File: src/rtl/ahbl_apb3_bridge_if.sv
// Signal bundle between the AHB-Lite fabric, the AHB-to-APB3 bridge and its APB3 peripherals.
// The slave modport is the bridge's view; the master modport is the surrounding system's view.
interface ahbl_apb3_bridge_if #(
  parameter int PADDR_WIDTH = 12
);
  logic                   HSEL;
  logic [31:0]            HADDR;
  logic [1:0]             HTRANS;
  logic                   HWRITE;
  logic [2:0]             HSIZE;
  logic [31:0]            HWDATA;
  logic                   HREADY;
  logic                   HREADYOUT;
  logic                   HRESP;
  logic [31:0]            HRDATA;
  logic [PADDR_WIDTH-1:0] PADDR;
  logic                   PSEL;
  logic                   PENABLE;
  logic                   PWRITE;
  logic [31:0]            PWDATA;
  logic [31:0]            PRDATA;
  logic                   PREADY;
  logic                   PSLVERR;

  modport slave (
    input  HSEL, HADDR, HTRANS, HWRITE, HSIZE, HWDATA, HREADY,
    output HREADYOUT, HRESP, HRDATA,
    output PADDR, PSEL, PENABLE, PWRITE, PWDATA,
    input  PRDATA, PREADY, PSLVERR
  );

  modport master (
    output HSEL, HADDR, HTRANS, HWRITE, HSIZE, HWDATA, HREADY,
    input  HREADYOUT, HRESP, HRDATA,
    input  PADDR, PSEL, PENABLE, PWRITE, PWDATA,
    output PRDATA, PREADY, PSLVERR
  );
endinterface

File: src/rtl/ahbl_apb3_bridge.sv
// AHB-Lite slave to APB3 master bridge: one outstanding transfer, APB wait states,
// PSLVERR mapped to the two-cycle AHB ERROR response, and an optional PREADY timeout.
module ahbl_apb3_bridge #(
  parameter int PADDR_WIDTH    = 12,
  parameter int TIMEOUT_CYCLES = 0
) (
  input logic               HCLK,
  input logic               HRESETN,
  ahbl_apb3_bridge_if.slave bus
);

  localparam int CNT_W = (TIMEOUT_CYCLES > 0) ? $clog2(TIMEOUT_CYCLES + 1) : 1;
  localparam logic [CNT_W-1:0] CNT_MAX  = {CNT_W{1'b1}};
  localparam logic [CNT_W-1:0] CNT_LAST = CNT_W'(TIMEOUT_CYCLES - 1);
  localparam bit TIMEOUT_EN = (TIMEOUT_CYCLES != 0);

  typedef enum logic [2:0] {
    ST_IDLE,
    ST_SETUP,
    ST_ACCESS,
    ST_DONE,
    ST_ERR1,
    ST_ERR2
  } state_e;

  state_e                 state_q, state_d;
  logic [PADDR_WIDTH-1:0] paddr_q, paddr_d;
  logic                   pwrite_q, pwrite_d;
  logic [31:0]            hrdata_q, hrdata_d;
  logic [CNT_W-1:0]       cnt_q, cnt_d;

  logic acc;
  logic timeout_hit;
  logic psel, penable, hreadyout, hresp;

  // HSIZE, HTRANS[0] and the upper address bits carry no meaning for a word-only APB bridge.
  logic unused_bits;
  assign unused_bits = ^{bus.HSIZE, bus.HTRANS[0], bus.HADDR[31:PADDR_WIDTH]};

  assign acc         = bus.HSEL & bus.HREADY & bus.HTRANS[1];
  assign timeout_hit = TIMEOUT_EN && (cnt_q == CNT_LAST);

  always_ff @(posedge HCLK) begin
    if (!HRESETN) begin
      state_q  <= ST_IDLE;
      paddr_q  <= '0;
      pwrite_q <= 1'b0;
      hrdata_q <= '0;
      cnt_q    <= '0;
    end else begin
      state_q  <= state_d;
      paddr_q  <= paddr_d;
      pwrite_q <= pwrite_d;
      hrdata_q <= hrdata_d;
      cnt_q    <= cnt_d;
    end
  end

  always_comb begin
    state_d  = state_q;
    paddr_d  = paddr_q;
    pwrite_d = pwrite_q;
    hrdata_d = hrdata_q;
    cnt_d    = cnt_q;
    case (state_q)
      ST_IDLE, ST_DONE, ST_ERR2: begin
        if (acc) begin
          state_d  = ST_SETUP;
          paddr_d  = bus.HADDR[PADDR_WIDTH-1:0];
          pwrite_d = bus.HWRITE;
        end else begin
          state_d = ST_IDLE;
        end
      end
      ST_SETUP: begin
        state_d = ST_ACCESS;
        cnt_d   = '0;
      end
      ST_ACCESS: begin
        if (bus.PREADY) begin
          if (bus.PSLVERR) begin
            state_d = ST_ERR1;
          end else begin
            state_d = ST_DONE;
            if (!pwrite_q) hrdata_d = bus.PRDATA;
          end
        end else begin
          // Saturating count of PREADY-low cycles; the last allowed one aborts the transfer.
          if (cnt_q != CNT_MAX) cnt_d = cnt_q + CNT_W'(1);
          if (timeout_hit) state_d = ST_ERR1;
        end
      end
      ST_ERR1: state_d = ST_ERR2;
      default: state_d = ST_IDLE;
    endcase
  end

  always_comb begin
    psel      = 1'b0;
    penable   = 1'b0;
    hreadyout = 1'b1;
    hresp     = 1'b0;
    case (state_q)
      ST_SETUP: begin
        psel      = 1'b1;
        hreadyout = 1'b0;
      end
      ST_ACCESS: begin
        psel      = 1'b1;
        penable   = 1'b1;
        hreadyout = 1'b0;
      end
      ST_ERR1: begin
        hreadyout = 1'b0;
        hresp     = 1'b1;
      end
      ST_ERR2: hresp = 1'b1;
      default: ;
    endcase
  end

  assign bus.PSEL      = psel;
  assign bus.PENABLE   = penable;
  assign bus.HREADYOUT = hreadyout;
  assign bus.HRESP     = hresp;
  assign bus.PADDR     = paddr_q;
  assign bus.PWRITE    = pwrite_q;
  assign bus.HRDATA    = hrdata_q;
  assign bus.PWDATA    = bus.HWDATA;

endmodule

File: src/flat_wrapper.sv
// flat-port wrapper written by rule: the top's interface ports become plain ports
module ahbl_apb3_bridge_flat 
#(
  parameter int PADDR_WIDTH    = 12,
  parameter int TIMEOUT_CYCLES = 0
)
  (HCLK, HRESETN, bus_HSEL, bus_HADDR, bus_HTRANS, bus_HWRITE, bus_HSIZE, bus_HWDATA, bus_HREADY, bus_HREADYOUT, bus_HRESP, bus_HRDATA, bus_PADDR, bus_PSEL, bus_PENABLE, bus_PWRITE, bus_PWDATA, bus_PRDATA, bus_PREADY, bus_PSLVERR);
  ahbl_apb3_bridge_if #(.PADDR_WIDTH(PADDR_WIDTH)) bus_i ();
  input logic HCLK;
  input logic HRESETN;
  input wire logic [$bits(bus_i.HSEL)-1:0] bus_HSEL;
  input wire logic [$bits(bus_i.HADDR)-1:0] bus_HADDR;
  input wire logic [$bits(bus_i.HTRANS)-1:0] bus_HTRANS;
  input wire logic [$bits(bus_i.HWRITE)-1:0] bus_HWRITE;
  input wire logic [$bits(bus_i.HSIZE)-1:0] bus_HSIZE;
  input wire logic [$bits(bus_i.HWDATA)-1:0] bus_HWDATA;
  input wire logic [$bits(bus_i.HREADY)-1:0] bus_HREADY;
  output wire logic [$bits(bus_i.HREADYOUT)-1:0] bus_HREADYOUT;
  output wire logic [$bits(bus_i.HRESP)-1:0] bus_HRESP;
  output wire logic [$bits(bus_i.HRDATA)-1:0] bus_HRDATA;
  output wire logic [$bits(bus_i.PADDR)-1:0] bus_PADDR;
  output wire logic [$bits(bus_i.PSEL)-1:0] bus_PSEL;
  output wire logic [$bits(bus_i.PENABLE)-1:0] bus_PENABLE;
  output wire logic [$bits(bus_i.PWRITE)-1:0] bus_PWRITE;
  output wire logic [$bits(bus_i.PWDATA)-1:0] bus_PWDATA;
  input wire logic [$bits(bus_i.PRDATA)-1:0] bus_PRDATA;
  input wire logic [$bits(bus_i.PREADY)-1:0] bus_PREADY;
  input wire logic [$bits(bus_i.PSLVERR)-1:0] bus_PSLVERR;
  assign bus_i.HSEL = bus_HSEL;
  assign bus_i.HADDR = bus_HADDR;
  assign bus_i.HTRANS = bus_HTRANS;
  assign bus_i.HWRITE = bus_HWRITE;
  assign bus_i.HSIZE = bus_HSIZE;
  assign bus_i.HWDATA = bus_HWDATA;
  assign bus_i.HREADY = bus_HREADY;
  assign bus_HREADYOUT = bus_i.HREADYOUT;
  assign bus_HRESP = bus_i.HRESP;
  assign bus_HRDATA = bus_i.HRDATA;
  assign bus_PADDR = bus_i.PADDR;
  assign bus_PSEL = bus_i.PSEL;
  assign bus_PENABLE = bus_i.PENABLE;
  assign bus_PWRITE = bus_i.PWRITE;
  assign bus_PWDATA = bus_i.PWDATA;
  assign bus_i.PRDATA = bus_PRDATA;
  assign bus_i.PREADY = bus_PREADY;
  assign bus_i.PSLVERR = bus_PSLVERR;
  ahbl_apb3_bridge #(.PADDR_WIDTH(PADDR_WIDTH), .TIMEOUT_CYCLES(TIMEOUT_CYCLES)) u_core (.HCLK(HCLK), .HRESETN(HRESETN), .bus(bus_i));
endmodule
File: config.mk
export PLATFORM = sky130hd
export DESIGN_NAME = ahbl_apb3_bridge_flat
export DESIGN_NICKNAME = d
export VERILOG_FILES = /design/src/rtl/ahbl_apb3_bridge_if.sv /design/src/rtl/ahbl_apb3_bridge.sv /design/src/flat_wrapper.sv
export SDC_FILE = /design/constraint.sdc
export NUM_CORES = 1
export LEC_CHECK = 0
export BUFFER_PORTS_ARGS = -buffer_cell sky130_fd_sc_hd__buf_4
export CORE_MARGIN = 2
export CORE_UTILIZATION = 39
export CTS_BUF_LIST = sky130_fd_sc_hd__clkbuf_4
export DETAILED_ROUTE_END_ITERATION = 10
export PLACE_DENSITY = 0.8
export SETUP_SLACK_MARGIN = 0.4
export SYNTH_ARGS = -nofsm -noshare
export SYNTH_HDL_FRONTEND = slang
export SYNTH_SLANG_ARGS = --single-unit
File: constraint.sdc
create_clock -name HCLK -period 1.67 [get_ports HCLK]
set_input_delay 0.0835 -clock HCLK [delete_from_list [all_inputs] [get_ports HCLK]]
set_output_delay 0.0835 -clock HCLK [all_outputs]
set_load 0.005 [all_outputs]
==> qor.txt, run 1 <==
Library cell used as clock root buffer: sky130_fd_sc_hd__clkbuf_4
Total power consumption of the routed design: 2.26 mW
Largest net degree at the start of global routing: 62
Num rows: 27
Number of detailed-routing iterations run before antenna repair: 4
Count of boundary I/O pins: 189
Wire length of the first global-routing pass: 9.02 mm
Area contributors post-synth: sky130_fd_sc_hd__dfxtp_1 45%, sky130_fd_sc_hd__nand2_1 16%, sky130_fd_sc_hd__buf_4 11%, sky130_fd_sc_hd__a21boi_1 10%, sky130_fd_sc_hd__mux2i_1 6.1%
Crit path launch type: flip-flop
Total length of routed wires: 6.38 mm
Worst Reg2Reg Path Length in Cells: 5
Number of nets in the finished design: 479
Clock-pin slew on the worst setup and hold paths: 0.13 ns
Hold Path Stages: 4
Die boundary width: 78.2 um
Global router's overall resource usage: 0.184
Post-DP HPWL: 3.34 mm
Setup-violating endpoint count in the final report: 0
Number of nets produced by synthesis: 363
Yosys warning count: 0
WP data arrival: 1.79 ns
Final hold violation count: 0
Worst-case clock buffer depth: 2
Total via count after detailed routing: 2107
Pins Over Slew Limit: 0
Min-delay worst type: input pin to flip-flop
Std-Cell Core Area: 5410 um2
Fraction of final layout cells with drive strength greater than 1: 0.446
Setup clock skew after layout: 0.00480 ns
Max VDD drop: 0.000377 V
Vias per cell: 4.75
Unrepaired setup endpoints after global routing: true
EDFF count, synth: 0
Required @ worst endpoint: 1.96 ns
Starting density of the core: 0.398
Upper clock frequency limit: 668 MHz
Vert. Die Dim: 78.2 um
Routing usage on met2: 0.358
Core utilization of the finished layout: 0.665
Routability-driven placement congestion ratio: 0.723
Distinct cells, synth: 23
Post-layout min period: 1.50 ns
Synth Instances: 255
Remaining design rule violation count: 0
Setup_tns: 0 ns
Clock tree from TritonCTS: done
Top-area cell type share of the netlist area: 0.447
Met1 usage: 0.187
Number of violations reported at the end of detailed-routing iteration 0: 54
Predominant post-synthesis flop cell: sky130_fd_sc_hd__dfxtp_1
Count of input and output buffers: 100
Area delta synth->final: 67.2%
GRT Max-Usage Layer: met2
Dominant cell by count in the synthesized netlist: sky130_fd_sc_hd__nand2_1
CTS Buf Count: 5
Number of H-tree levels: 2
Worst-skew pair later-pin latency: 0.36 ns
Via count of the first global-routing pass: 2020
Kind of critical path: flip-flop to flip-flop
DP Cell Count: 384
Post-synthesis sequential area ratio: 0.447
CTS sink cnt: 48
Synth cell count leaders: 93 x sky130_fd_sc_hd__nand2_1, 48 x sky130_fd_sc_hd__dfxtp_1, 32 x sky130_fd_sc_hd__buf_4
Pwr/cell area: 627 nW/um2
Top cell type by total area after synthesis: sky130_fd_sc_hd__dfxtp_1
Total congestion overflow after global routing: 0
Share of the clock period used by the worst path: 0.897
Number of fillers in the final layout: 453
Initial antenna violation count: 0
Mapped Avg Cell Area: 8.43 um2
Overall die area: 6120 um2
Share of flip-flops with an asynchronous set or reset after synthesis: 0
Slew at the pin closest to its max-slew limit: 0.533 ns
Outcome: finished clean
Diode count: 0
Netlist area before placement: 2150 um2
Maximum fanout count along the critical path: 14
Leakage: 1.62 nW
GR met3 Demand/Resource: 0.0552
#FFs+latches synth: 48
Final antenna-violating net count: 0
Max-capacitance violation count: 0
Max-slew headroom at the worst pin: 0.645
WL per Instance: 14.4 um
Crit path capture type: flip-flop
Non-filler cells in the finished layout: 444
## state kept, by name (all words and copies together) (netlist names)
register           count
u_core.bus.PADDR      12
u_core.bus.PWRITE      1
u_core.bus.HRDATA     32
u_core.state_q         3
## worst max-delay path, cell delays in order, from the launching register on
cell	delay [ns]
sky130_fd_sc_hd__dfxtp_2	0.37
sky130_fd_sc_hd__and2b_4	0.20
sky130_fd_sc_hd__or3_4	0.34
sky130_fd_sc_hd__a21oi_4	0.15
sky130_fd_sc_hd__buf_12	0.17
sky130_fd_sc_hd__mux2i_1	0.20
## logic make-up after synthesis
family,Yosys count,share of synthesized area
DFF,48,0.447
and+or+nand+nor,110,0.214
buffers and inverters,47,0.148
muxes,13,0.0605
AOI/OAI and AO/OA,37,0.131
## per-stage QoR
step,worst slack [ns],hold WS [ns],instance area (um2)
after floorplan,0.214,0.218,2170
after global placement,0.247,0.167,2730
after detailed placement,0.199,0.167,2730
after CTS,0.176,0.0817,3280
after global routing,0.0964,0.0804,3590
final,0.173,0.105,3590
## where the power goes
group	internal (mW)	switching (mW)	leakage, nW
combinational	0.242	0.139	1.18
clock	0.331	0.361	0.0456
sequential	1.17	0.0157	0.389
## timing repair
item	in CTS	in global routing
hold endpoints to repair	46	0
gates resized for setup	1	66
setup endpoints to repair	49	49
gates cloned	0	3
buffers inserted	1	2
hold buffers	46	0
pin swaps	1	43
## per-layer routing
metal	part of all wire	vias up
met3	0.073	15
met4	0.020	0
met5	0	-
li1	-	1013
met2	0.54	85
met1	0.37	994
## area by class of cell
| class | count | area, um2 | area share |
|---|---|---|---|
| clock buffer | 6 | 45.0 | 0.0125 |
| timing repair buffer | 156 | 1380 | 0.383 |
| tap | 72 | 90.1 | 0.0251 |
| multi-input combinational | 160 | 1080 | 0.301 |
| clock inverter | 2 | 35.0 | 0.00975 |
| sequential | 48 | 967 | 0.269 |
## path summary, 6_finish.rpt
check	start	to	slack (ns)
worst max-delay path	u_core.state_q[1]	u_core.bus.PADDR[11]	0.17
worst min-delay path	bus_PREADY	u_core.state_q[1]	0.11
worst max register to register	u_core.state_q[1]	u_core.bus.PADDR[11]	0.17
worst min register to register	u_core.bus.HRDATA[31]	u_core.bus.HRDATA[31]	0.46
## cell usage in the layout (no fill, tap or decap), drive strengths merged
| master | n |
|---|---|
| nor2b | 3 |
| or3 | 1 |
| dfxtp | 48 |
| o21ai | 1 |
| clkbuf | 8 |
| o311a | 1 |
| dlygate4sd3 | 46 |
| nand3 | 2 |
| and2b | 2 |
| bufinv | 1 |
| a21boi | 32 |
| nand2 | 93 |
| nor2 | 6 |
| a21oi | 3 |
| mux2i | 13 |
| nor3b | 2 |
| buf | 108 |
| clkinv | 1 |
| and3 | 1 |
(Power assumes the default switching activity.)
==> run 2: changes to the inputs <==
==> constraint.sdc (replaced) <==
create_clock -name HCLK -period 1.67 [get_ports HCLK]
set_input_delay 0.0835 -clock HCLK [delete_from_list [all_inputs] [get_ports HCLK]]
set_output_delay 0.0835 -clock HCLK [all_outputs]
set_load 0.05 [all_outputs]
==> qor.txt, run 2 (synthesized netlist as in run 1, its figures left out) <==
Least setup slack across all paths after layout: 0.116 ns (was 0.173 ns)
Worst-case clock buffer depth: 2 (unchanged)
Max-slew headroom at the worst pin: 0.646 (was 0.645)
Flip-flop count of the largest register, all copies and words added: 32 (unchanged)
Crit path capture type: flip-flop (unchanged)
Total via count after detailed routing: 2146 (was 2107)
Pins Over Slew Limit: 0 (unchanged)
Unrepaired setup endpoints after global routing: true (unchanged)
Std-Cell Core Area: 5410 um2 (unchanged)
Dpl ws: 0.155 ns (was 0.199 ns)
Min-delay worst type: input pin to flip-flop (unchanged)
Wire length of the first global-routing pass: 9.90 mm (was 9.02 mm)
Clock tree from TritonCTS: done (unchanged)
Slew at the pin closest to its max-slew limit: 0.530 ns (was 0.533 ns)
Diode count: 0 (unchanged)
WP data arrival: 1.83 ns (was 1.79 ns)
Flip-flop and latch area: 970 um2 (was 967 um2)
Most common cell after layout, fill and taps aside: sky130_fd_sc_hd__buf_4 (unchanged)
Worst-skew pair later-pin latency: 0.35 ns (was 0.36 ns)
Number of detailed-routing iterations run before antenna repair: 4 (unchanged)
Core utilization of the finished layout: 0.675 (was 0.665)
Internal reg-to-reg setup slack: 0.12 ns (was 0.17 ns)
Combined area of the multi-input logic cells: 968 um2 (was 1080 um2)
Clock-pin slew on the worst setup and hold paths: 0.13 ns (about the same)
Count of input and output buffers: 100 (unchanged)
Max VDD drop: 0.000396 V (was 0.000377 V)
Die boundary width: 78.2 um (unchanged)
Num rows: 27 (unchanged)
Leakage: 1.56 nW (was 1.62 nW)
Initial antenna violation count: 0 (unchanged)
Setup_tns: 0 ns (unchanged)
Largest net degree at the start of global routing: 62 (unchanged)
Max-capacitance violation count: 0 (unchanged)
Area of all placed cells without fillers: 3650 um2 (was 3590 um2)
Pwr/cell area: 638 nW/um2 (was 627 nW/um2)
Final antenna-violating net count: 0 (unchanged)
Instance area at placement: 2750 um2 (was 2730 um2)
Count of boundary I/O pins: 189 (unchanged)
DP Cell Count: 383 (was 384)
Post-layout min period: 1.55 ns (was 1.50 ns)
CTS sink cnt: 48 (unchanged)
Maximum fanout count along the critical path: 13 (was 14)
Number of fillers in the final layout: 429 (was 453)
Crit path launch type: flip-flop (unchanged)
Via count of the first global-routing pass: 2104 (was 2020)
Number of violations reported at the end of detailed-routing iteration 0: 52 (was 54)
Final hold violation count: 0 (unchanged)
Kind of critical path: flip-flop to flip-flop (unchanged)
Area delta synth->final: 69.6% (was 67.2%)
Remaining design rule violation count: 0 (unchanged)
Number of H-tree levels: 2 (unchanged)
Post-DP HPWL: 3.21 mm (was 3.34 mm)
Upper clock frequency limit: 644 MHz (was 668 MHz)
Total length of routed wires: 6.47 mm (was 6.38 mm)
Global router's overall resource usage: 0.206 (was 0.184)
Starting density of the core: 0.398 (unchanged)
Vias per cell: 4.74 (was 4.75)
Highest-count cells in the layout ignoring fill and taps: 103 x sky130_fd_sc_hd__buf_4, 80 x sky130_fd_sc_hd__nand2_1, 46 x sky130_fd_sc_hd__dlygate4sd3_1, 45 x sky130_fd_sc_hd__dfxtp_1, 29 x sky130_fd_sc_hd__a21boi_1 (was 103 x sky130_fd_sc_hd__buf_4, 72 x sky130_fd_sc_hd__nand2_1, 46 x sky130_fd_sc_hd__dlygate4sd3_1, 45 x sky130_fd_sc_hd__dfxtp_1)
Number of nets in the finished design: 488 (was 479)
Total power consumption of the routed design: 2.33 mW (was 2.26 mW)
Setup clock skew after layout: 0.00590 ns (was 0.00480 ns)
Vert. Die Dim: 78.2 um (unchanged)
CTS Buf Count: 5 (unchanged)
Fraction of final layout cells with drive strength greater than 1: 0.409 (was 0.446)
Share of the clock period used by the worst path: 0.930 (was 0.897)
Setup-violating endpoint count in the final report: 0 (unchanged)
Outcome: finished clean (unchanged)
WL per Instance: 14.3 um (was 14.4 um)
Non-filler cells in the finished layout: 453 (was 444)
Library cell used as clock root buffer: sky130_fd_sc_hd__clkbuf_4 (unchanged)
Required @ worst endpoint: 1.95 ns (was 1.96 ns)
Overall die area: 6120 um2 (unchanged)
Hold WS: 0.0994 ns (was 0.105 ns)
Routability-driven placement congestion ratio: 0.687 (was 0.723)
Total congestion overflow after global routing: 0 (unchanged)
run 2: changes by cell type in the layout (fill, tap and decap cells not counted), sizes merged:
cell    delta
buf       +11
clkbuf     -3
clkinv     +1
run 2: where the power goes:
part / switching, mW / internal (mW)
combinational: 0.221 / 0.265
clock: 0.353 / 0.306
sequential: 0.0166 / 1.17
total: 0.590 / 1.74
run 2: worst max-delay path: stages, from the launching register on:
cell                      delay [ns]
sky130_fd_sc_hd__dfxtp_2        0.38
sky130_fd_sc_hd__and2b_4        0.21
sky130_fd_sc_hd__or3_4          0.34
sky130_fd_sc_hd__a21oi_4        0.17
sky130_fd_sc_hd__buf_12         0.17
sky130_fd_sc_hd__mux2i_1        0.22
run 2: worst paths after layout:
kind | start | endpoint | cells after the start
setup reg to reg | u_core.state_q[1] | u_core.bus.PADDR[0] | 5
setup / recovery | u_core.state_q[1] | u_core.bus.PADDR[0] | 5
hold / removal | bus_PSLVERR | u_core.state_q[1] | 4
hold reg to reg | u_core.bus.HRDATA[15] | u_core.bus.HRDATA[15] | 2
run 2: metal layers:
layer  GRT usage  wire length [um]  up-vias
li1            -                 -     1039
met1       0.229              2550     1000
met2       0.389              3410       89
met3      0.0379               376       18
met4      0.0754               127        0
met5           0                 0        -
run 2: what timing repair did:
| item | in CTS | in global routing |
|---|---|---|
| setup buffers | 8 | 3 |
| hold buffers | 46 | 0 |
| gates resized for setup | 18 | 23 |
| endpoints found under the setup margin | 50 | 50 |
| pin swaps | 2 | 6 |
| endpoints found under the hold margin | 46 | 0 |
| cloned | 5 | 0 |
run 2: layout make-up:
type | count | share of cell area
timing repair buffer | 165 | 0.423
multi-input combinational | 160 | 0.266
clock buffer | 5 | 0.0103
tap | 72 | 0.0247
sequential | 48 | 0.266
clock inverter | 3 | 0.0103
==> run 3: changes to the inputs <==
Settings changed: CORE_UTILIZATION 39 to 38, CTS_BUF_LIST sky130_fd_sc_hd__clkbuf_4 to sky130_fd_sc_hd__clkbuf_16, PLACE_DENSITY 0.8 to 0.78.
==> qor.txt, run 3 (synthesized netlist as in run 1, its figures left out) <==
Number of detailed-routing iterations run before antenna repair: 4 (unchanged)
Setup clock skew after layout: 0.00551 ns (was 0.00590 ns)
WL per Instance: 12.1 um (was 14.3 um)
Total congestion overflow after global routing: 0 (unchanged)
Share of the clock period used by the worst path: 0.894 (was 0.930)
Required @ worst endpoint: 1.87 ns (was 1.95 ns)
Routability-driven placement congestion ratio: 0.705 (was 0.687)
Slew at the pin closest to its max-slew limit: 0.512 ns (was 0.530 ns)
Diode count: 0 (unchanged)
Pwr/cell area: 851 nW/um2 (was 638 nW/um2)
Area delta synth->final: 43.0% (was 69.6%)
Fraction of final layout cells with drive strength greater than 1: 0.423 (was 0.409)
Die boundary width: 79.2 um (was 78.2 um)
Most common cell after layout, fill and taps aside: sky130_fd_sc_hd__buf_4 (unchanged)
Maximum fanout count along the critical path: 14 (was 13)
Count of boundary I/O pins: 189 (unchanged)
Number of H-tree levels: 2 (unchanged)
Upper clock frequency limit: 669 MHz (was 644 MHz)
Highest-count cells in the layout ignoring fill and taps: 101 x sky130_fd_sc_hd__buf_4, 89 x sky130_fd_sc_hd__nand2_1, 45 x sky130_fd_sc_hd__dfxtp_1, 29 x sky130_fd_sc_hd__a21boi_1, 13 x sky130_fd_sc_hd__mux2i_1 (was 103 x sky130_fd_sc_hd__buf_4, 80 x sky130_fd_sc_hd__nand2_1, 46 x sky130_fd_sc_hd__dlygate4sd3_1, 45 x sky130_fd_sc_hd__dfxtp_1, 29 x sky130_fd_sc_hd__a21boi_1)
Flip-flop count of the largest register, all copies and words added: 32 (unchanged)
Vias per cell: 4.64 (was 4.74)
Clock tree from TritonCTS: done (unchanged)
Worst-case clock buffer depth: 2 (unchanged)
Wire length of the first global-routing pass: 7.45 mm (was 9.90 mm)
Remaining design rule violation count: 0 (unchanged)
GR met3 Demand/Resource: 0.0511 (was 0.0379)
Final antenna-violating net count: 0 (unchanged)
Combined area of the multi-input logic cells: 926 um2 (was 968 um2)
Kind of critical path: flip-flop to flip-flop (unchanged)
Overall die area: 6270 um2 (was 6120 um2)
Max-capacitance violation count: 0 (unchanged)
Post-DP HPWL: 3.22 mm (was 3.21 mm)
Setup-violating endpoint count in the final report: 0 (unchanged)
CTS sink cnt: 48 (unchanged)
Worst-skew pair later-pin latency: 0.28 ns (was 0.35 ns)
Outcome: finished clean (unchanged)
Max VDD drop: 0.000598 V (was 0.000396 V)
Initial antenna violation count: 0 (unchanged)
Max-slew headroom at the worst pin: 0.659 (was 0.646)
Routing usage on met2: 0.268 (was 0.389)
Crit path launch type: flip-flop (unchanged)
Flip-flop and latch area: 967 um2 (was 970 um2)
Number of violations reported at the end of detailed-routing iteration 0: 68 (was 52)
Quantity of hold-fixing buffers added after cts: 0 (was 46)
Clock-pin slew on the worst setup and hold paths: 0.06 ns (was 0.13 ns)
Count of input and output buffers: 100 (unchanged)
Std-Cell Core Area: 5470 um2 (was 5410 um2)
Via count of the first global-routing pass: 1703 (was 2104)
Setup_tns: 0 ns (unchanged)
Unrepaired setup endpoints after global routing: true (unchanged)
Post-layout min period: 1.49 ns (was 1.55 ns)
Starting density of the core: 0.393 (was 0.398)
GRT Max-Usage Layer: met2 (unchanged)
Final hold violation count: 0 (unchanged)
Total power consumption of the routed design: 2.62 mW (was 2.33 mW)
Total length of routed wires: 4.81 mm (was 6.47 mm)
Library cell used as clock root buffer: sky130_fd_sc_hd__clkbuf_16 (was sky130_fd_sc_hd__clkbuf_4)
Crit path capture type: flip-flop (unchanged)
Met1 usage: 0.162 (was 0.229)
Leakage: 1.31 nW (was 1.56 nW)
Number of fillers in the final layout: 515 (was 429)
Vert. Die Dim: 79.2 um (was 78.2 um)
CTS Buf Count: 5 (unchanged)
Global router's overall resource usage: 0.149 (was 0.206)
Num rows: 27 (unchanged)
WP data arrival: 1.69 ns (was 1.83 ns)
Pins Over Slew Limit: 0 (unchanged)
Number of nets in the finished design: 433 (was 488)
Total via count after detailed routing: 1838 (was 2146)
Min-delay worst type: input pin to flip-flop (unchanged)
Largest net degree at the start of global routing: 62 (unchanged)
run 3: final timing paths:
| path | start | end | slack, ns | depth (start not counted) |
|---|---|---|---|---|
| setup / recovery | u_core.state_q[0] | u_core.bus.PADDR[8] | 0.18 | 5 |
| hold / removal | bus_PRDATA[1] | u_core.bus.HRDATA[1] | 0.05 | 3 |
| setup reg to reg | u_core.state_q[0] | u_core.bus.PADDR[8] | 0.18 | 5 |
| hold reg to reg | u_core.bus.HRDATA[6] | u_core.bus.HRDATA[6] | 0.45 | 2 |
run 3: per-layer routing:
metal	wire, um	up-vias
met5	0	-
met4	68	0
met3	409	11
met2	2380	77
met1	1950	823
li1	-	927
run 3: layout make-up:
type | instances | area share
Clock buffer | 5 | 0.0407
Clock inverter | 1 | 0.00977
Multi-Input combinational cell | 160 | 0.301
Sequential cell | 48 | 0.315
Tap cell | 72 | 0.0293
Timing Repair Buffer | 110 | 0.304
run 3: where the power goes:
part	internal (mW)	total [mW]	switching, mW
sequential	1.17	1.18	0.0153
combinational	0.180	0.366	0.186
clock	0.689	1.07	0.379
total	2.04	2.62	0.581
run 3: stage by stage:
stage,utilization,cells,hold WS [ns],setup WS (ns),area (um2)
floorplan,-,255,0.218,0.0474,2200
global placement,0.503,383,0.167,0.236,2750
detailed placement,0.503,383,0.167,0.164,2750
CTS,0.548,394,0.0408,0.167,3000
global route,0.562,396,0.0498,0.131,3070
finish,0.562,396,0.0467,0.176,3070
run 3: critical path, cell delays in order, from the launching register on:
cell	delay, ns
sky130_fd_sc_hd__dfxtp_4	0.37
sky130_fd_sc_hd__and2b_4	0.17
sky130_fd_sc_hd__or3_4	0.33
sky130_fd_sc_hd__a21oi_4	0.15
sky130_fd_sc_hd__buf_12	0.17
sky130_fd_sc_hd__mux2i_1	0.21
run 3: repair_timing:
item | in CTS | in global routing
hold endpoints to repair | 0 | 0
buffers inserted | 3 | 1
resized for setup | 7 | 14
gates cloned | 2 | 1
setup endpoints to repair | 48 | 49
pin swaps | 3 | 4
